$ cat src/rtl/aes_spi_pkg.sv
// aes_spi_pkg: shared types and constants for the AES SPI job scheduler
package aes_spi_pkg;
  localparam int DATA_W = 128;
  localparam logic ID_ENC = 1'b0;
  localparam logic ID_DEC = 1'b1;
  typedef enum logic [2:0] {IDLE, SEND, WAIT, RECV, DONE} state_t;
endpackage

$ cat src/rtl/aes_rr_arbiter.sv
// aes_rr_arbiter: two-way round-robin grant, ptr holds the last granted id (1 = decrypt)
module aes_rr_arbiter (
  input  logic       enc_valid,
  input  logic       dec_valid,
  input  logic       ptr,
  output logic [1:0] grant
);
  assign grant[0] = enc_valid & (~dec_valid | ptr);
  assign grant[1] = dec_valid & (~enc_valid | ~ptr);
endmodule

$ cat src/rtl/aes_spi_scheduler.sv
// aes_spi_scheduler: arbitrates encrypt/decrypt jobs and runs each over SPI to its slave
module aes_spi_scheduler
  import aes_spi_pkg::*;
#(
  parameter int Nk = 4,
  parameter int WAIT_CYCLES = 0
) (
  input  logic               clk_master,
  input  logic               rst,
  input  logic               enc_valid,
  output logic               enc_ready,
  input  logic [DATA_W-1:0]  enc_data,
  input  logic [Nk*32-1:0]   enc_key,
  input  logic               dec_valid,
  output logic               dec_ready,
  input  logic [DATA_W-1:0]  dec_data,
  input  logic [Nk*32-1:0]   dec_key,
  input  logic               abort,
  output logic               res_valid,
  output logic               res_id,
  output logic [DATA_W-1:0]  res_data,
  output logic               busy,
  output logic               spi_mosi,
  input  logic               spi_miso,
  output logic               cs_enc_n,
  output logic               cs_dec_n
);
  localparam int SW = DATA_W + Nk * 32;
  state_t state;
  logic [SW-2:0] sr;
  logic [DATA_W-2:0] rx;
  logic owner;
  logic ptr;
  logic [15:0] cnt;
  logic [1:0] grant;
  logic acc_id;
  aes_rr_arbiter u_arb (
    .enc_valid(enc_valid),
    .dec_valid(dec_valid),
    .ptr(ptr),
    .grant(grant)
  );
  assign enc_ready = (state == IDLE) & grant[0];
  assign dec_ready = (state == IDLE) & grant[1];
  assign acc_id = dec_ready;
  assign busy = state != IDLE;
  // job sequencing: load, shift out, optional gap, shift in, publish result
  always_ff @(posedge clk_master or posedge rst) begin
    if (rst) begin
      state <= IDLE;
      sr <= '0;
      rx <= '0;
      owner <= ID_ENC;
      ptr <= ID_DEC;
      cnt <= '0;
      spi_mosi <= 1'b0;
      cs_enc_n <= 1'b1;
      cs_dec_n <= 1'b1;
      res_valid <= 1'b0;
      res_id <= ID_ENC;
      res_data <= '0;
    end else begin
      res_valid <= 1'b0;
      if (abort && (state == SEND || state == WAIT || state == RECV)) begin
        state <= IDLE;
        spi_mosi <= 1'b0;
        cs_enc_n <= 1'b1;
        cs_dec_n <= 1'b1;
      end else begin
        case (state)
          IDLE: if (enc_ready || dec_ready) begin
            sr <= acc_id ? {dec_data[DATA_W-2:0], dec_key} : {enc_data[DATA_W-2:0], enc_key};
            spi_mosi <= acc_id ? dec_data[DATA_W-1] : enc_data[DATA_W-1];
            owner <= acc_id;
            ptr <= acc_id;
            cs_enc_n <= acc_id;
            cs_dec_n <= ~acc_id;
            cnt <= '0;
            state <= SEND;
          end
          SEND: begin
            sr <= {sr[SW-3:0], 1'b0};
            cnt <= cnt + 16'd1;
            spi_mosi <= (cnt == 16'(SW - 1)) ? 1'b0 : sr[SW-2];
            if (cnt == 16'(SW - 1)) begin
              cnt <= '0;
              state <= (WAIT_CYCLES == 0) ? RECV : WAIT;
            end
          end
          WAIT: begin
            cnt <= cnt + 16'd1;
            if (cnt == 16'(WAIT_CYCLES - 1)) begin
              cnt <= '0;
              state <= RECV;
            end
          end
          RECV: begin
            rx <= {rx[DATA_W-3:0], spi_miso};
            cnt <= cnt + 16'd1;
            if (cnt == 16'(DATA_W - 1)) begin
              res_data <= {rx, spi_miso};
              res_valid <= 1'b1;
              res_id <= owner;
              cs_enc_n <= 1'b1;
              cs_dec_n <= 1'b1;
              state <= DONE;
            end
          end
          DONE: state <= IDLE;
          default: state <= IDLE;
        endcase
      end
    end
  end
endmodule

$ cat config.mk
export PLATFORM = sky130hd
export DESIGN_NAME = aes_spi_scheduler
export DESIGN_NICKNAME = d
export VERILOG_FILES = /design/src/rtl/aes_spi_pkg.sv /design/src/rtl/aes_rr_arbiter.sv /design/src/rtl/aes_spi_scheduler.sv
export SDC_FILE = /design/constraint.sdc
export NUM_CORES = 2
export LEC_CHECK = 0
export BUFFER_PORTS_ARGS = -buffer_cell sky130_fd_sc_hd__buf_4
export CORE_MARGIN = 2
export CORE_UTILIZATION = 40
export CTS_BUF_LIST = sky130_fd_sc_hd__clkbuf_8
export DETAILED_ROUTE_END_ITERATION = 10
export SLEW_MARGIN = 40
export SYNTH_ARGS = -nofsm -noshare
export SYNTH_HDL_FRONTEND = slang
export SYNTH_SLANG_ARGS = --single-unit
$ cat constraint.sdc
create_clock -name clk_master -period 21.6 [get_ports clk_master]
set_input_delay 4.32 -clock clk_master [delete_from_list [all_inputs] [get_ports clk_master]]
set_output_delay 4.32 -clock clk_master [all_outputs]
set_load 0.02 [all_outputs]
==> metrics.yaml <==
cts_buffers: 93
avgSynthCellArea_um2: 10.4
cpLargestDelayFamily: "buffers and inverters"
pre_cts_ws_ps: 11080
tightestPinTransition_ps: 832
syn_nets: 2929
cts.sinks: 536
h-tree-depth: 3
critPathBufInv: 3
grt_pass1_vias: 21100
setup_viol: 0
grt_max_degree: 217
cts-root-buf: "clkbuf_8"
netlist-cell-type-count: 53
tns_ps: 0
crit_top_cell: "buf_4"
met1Wirelength_um: 29800
wl_per_cell_um: 19.4
p_int_mw: 2.36
hold_viol: 0
clockBufferDepth: 3
crit_fanout: 103
syn_inst: 2410
hp-class: "flip-flop to flip-flop"
io_buffers: 653
core_um2: 61900
postCtsSetupRepairBufs: 0
grt_antenna_before_repair: 28
cp-start-kind: "input pin"
dp_hpwl_um: 54000
rsz0062_at_grt: "no"
dr_total_vias: 20800
place_congestion: 0.885
yosysSeqAreaShare: 0.534
ys_warn_count: 0
drc_errors: 0
drtIter0Drc: 1499
dpl_cell_area_um2: 30600
layout-drive-gt1-share: 0.322
cpPeakStageDelay_ps: 700
io_pins: 654
clkPwrFrac: 0.265
synth_area_leaders: "dfrtp_1 53%, a311oi_1 8.9%, nand2_1 7.9%"
powerDensity_nw_per_um2: 111
fmax_ghz: 0.0960
path_clk_slew_ps: 50
clk_latency_ps: 660
fp.dieW_um: 255
die_y_um: 255
final.min_clock_period_ps: 10420
drv_cap: 0
wl_met3_um: 7140
seq_power_share: 0.391
synth_top_area_share: 0.531
initial_core_util: 0.405
netlist_area_um2: 25100
peakVddDrop_v: 0.0000681
synth_edf_count: 0
grt_usage: 0.229
layout_setup_ws_ps: 11180
critPathSlowestCell: "inv_8"
final_util: 0.528
firstDrtPassIters: 5
ys_async_sr_fraction: 1.00
combPwrFrac: 0.344
cts_tree: "built"
layout-area-overhead-vs-synth_pct: 30.2
power_switching_mw: 1.28
status: "finished clean"
nets: 3503
fill_cells: 5770
total_leakage_power_nw: 17.3
gr-total-overflow: 0
cp_cell_sequence: "buf_4 > nand2_1 > nand3_4 > inv_8 > buf_4"
finClkSkew_ps: 17.2
hold_buffers: 0
row_count: 91
fin_crit_sh: 0.482
critical_path_class: "input pin to output pin"
crit_required_ps: 17280
die-area_um2: 64800
stdcell_area_um2: 32700
synthFlopType: "dfrtp_1"
route.met2.wl_um: 36100
final_antenna_net_count: 0
yosys.area.top_type: "dfrtp_1"
vias_per_cell: 5.32
max_slew_margin: 0.446
crit_arrival_ps: 6100
ys_ff_latch: 536
sw_frac_of_total: 0.351
crit_path_end_kind: "output pin"
cts.repair.resized: 0
final_max_slew_viol_count: 0
grt_first_pass_wirelength_um: 116000
routed.top_layer: "met5"
drt-total-wl_um: 76200
[registers in the layout (all words and copies together), names as in the netlist, 3 cells and up]
name and flops:
res_data 128, state 3, rx 127, sr 255, cnt 16
[per-stage QoR]
| step | total power, mW | std cells | hold slack, ps |
|---|---|---|---|
| floorplan | 2.35 | 2410 | 443 |
| global placement | 2.63 | 3716 | 459 |
| detailed placement | 2.69 | 3722 | 466 |
| CTS | 3.67 | 3891 | 479 |
| global route | 3.90 | 3912 | 484 |
| finish | 3.64 | 3916 | 474 |
[placed cells by master (no fill, tap or decap), types with 2 or more instances in the layout]
| cell | n |
|---|---|
| buf_4 | 663 |
| o21ai_0 | 12 |
| a211o_1 | 2 |
| nand2b_1 | 5 |
| nor2_1 | 271 |
| a21o_1 | 256 |
| buf_6 | 10 |
| inv_8 | 2 |
| bufinv_16 | 3 |
| buf_12 | 7 |
| or3_1 | 2 |
| nor3_1 | 3 |
| mux2_4 | 10 |
| o31ai_1 | 4 |
| nand3_4 | 2 |
| a21oi_1 | 10 |
| a311oi_1 | 255 |
| clkbuf_8 | 121 |
| o211a_1 | 3 |
| clkinv_8 | 2 |
| clkinvlp_4 | 3 |
| or4b_2 | 2 |
| clkinv_2 | 5 |
| nand3_1 | 5 |
| buf_16 | 4 |
| inv_6 | 2 |
| diode_2 | 21 |
| xor2_1 | 5 |
| nor4_1 | 6 |
| o41ai_1 | 2 |
| xnor2_1 | 2 |
| nand2_1 | 526 |
| dfrtp_1 | 533 |
| mux2_2 | 137 |
| mux2i_1 | 2 |
| mux2_1 | 109 |
| inv_1 | 39 |
| dfstp_2 | 3 |
| nand4_1 | 7 |
[worst reg2reg max path: stages, from the launching register on]
cell and delay [ps]:
dfrtp_1 750, or3_4 430, buf_12 240, buf_16 200, buf_4 310, buf_6 550, buf_4 800, buf_4 750
nor2_1 110, a311oi_1 390, a21o_1 120
[layer usage]
layer | GRT usage | up-vias
met4 | 0.116 | 12
met5 | 0 | -
li1 | - | 9730
met3 | 0.0830 | 175
met1 | 0.272 | 10200
met2 | 0.366 | 689
[area by class of cell]
class	count	area [um2]	share of cell area
clock buffer	121	1670	0.0510
inverter	8	45.0	0.00138
tap	837	1050	0.0320
sequential	536	13400	0.411
antenna	21	52.6	0.00161
timing repair buffer	684	5340	0.163
clock inverter	48	312	0.00953
multi-input combinational	1661	10800	0.331
[cell families after synthesis]
kind of cell    count (synthesis)  synth area share
simple gates                  845             0.132
compound gates                550             0.176
flops                         536             0.534
mux                           258             0.117
buf+inv                       213            0.0372
xor+xnor                        7           0.00244
fa+ha+maj                       1          0.000498
[final timing paths]
| kind | slack [ps] | to | cells after the start | startpoint |
|---|---|---|---|---|
| max in group asynchronous | 16100 | sr[94] | 6 | rst |
| setup / recovery | 11180 | dec_ready | 5 | enc_valid |
| hold / removal | 470 | sr[7] | 1 | sr[7] |
| setup reg to reg | 16880 | sr[244] | 10 | state[1] |
| hold reg to reg | 470 | sr[7] | 1 | sr[7] |
| min in group asynchronous | 3620 | sr[207] | 2 | rst |
[power by group through the flow]
stage	sequential (mW)	clock [mW]	combinational (mW)
after floorplan	1.40	0	0.958
after global placement	1.42	0	1.21
after detailed placement	1.43	0	1.25
after CTS	1.42	0.997	1.25
after global routing	1.45	1.04	1.41
final	1.42	0.966	1.25
[synth_stat cells, drive strengths merged, types with 2 or more instances]
cell	instances
a211o	2
a211oi	2
a21o	256
a21oi	10
a311oi	255
buf	50
clkbuf	155
dfrtp	533
dfstp	3
inv	8
mux2	256
mux2i	2
nand2	526
nand2b	6
nand3	8
nand4	7
nor2	272
nor3	3
nor4	7
o211a	3
o21ai	12
o31ai	5
o41ai	2
or2	2
or3	3
or4	2
or4b	3
xnor2	2
xor2	5
Note: power is estimated with default switching activity, not from simulation.
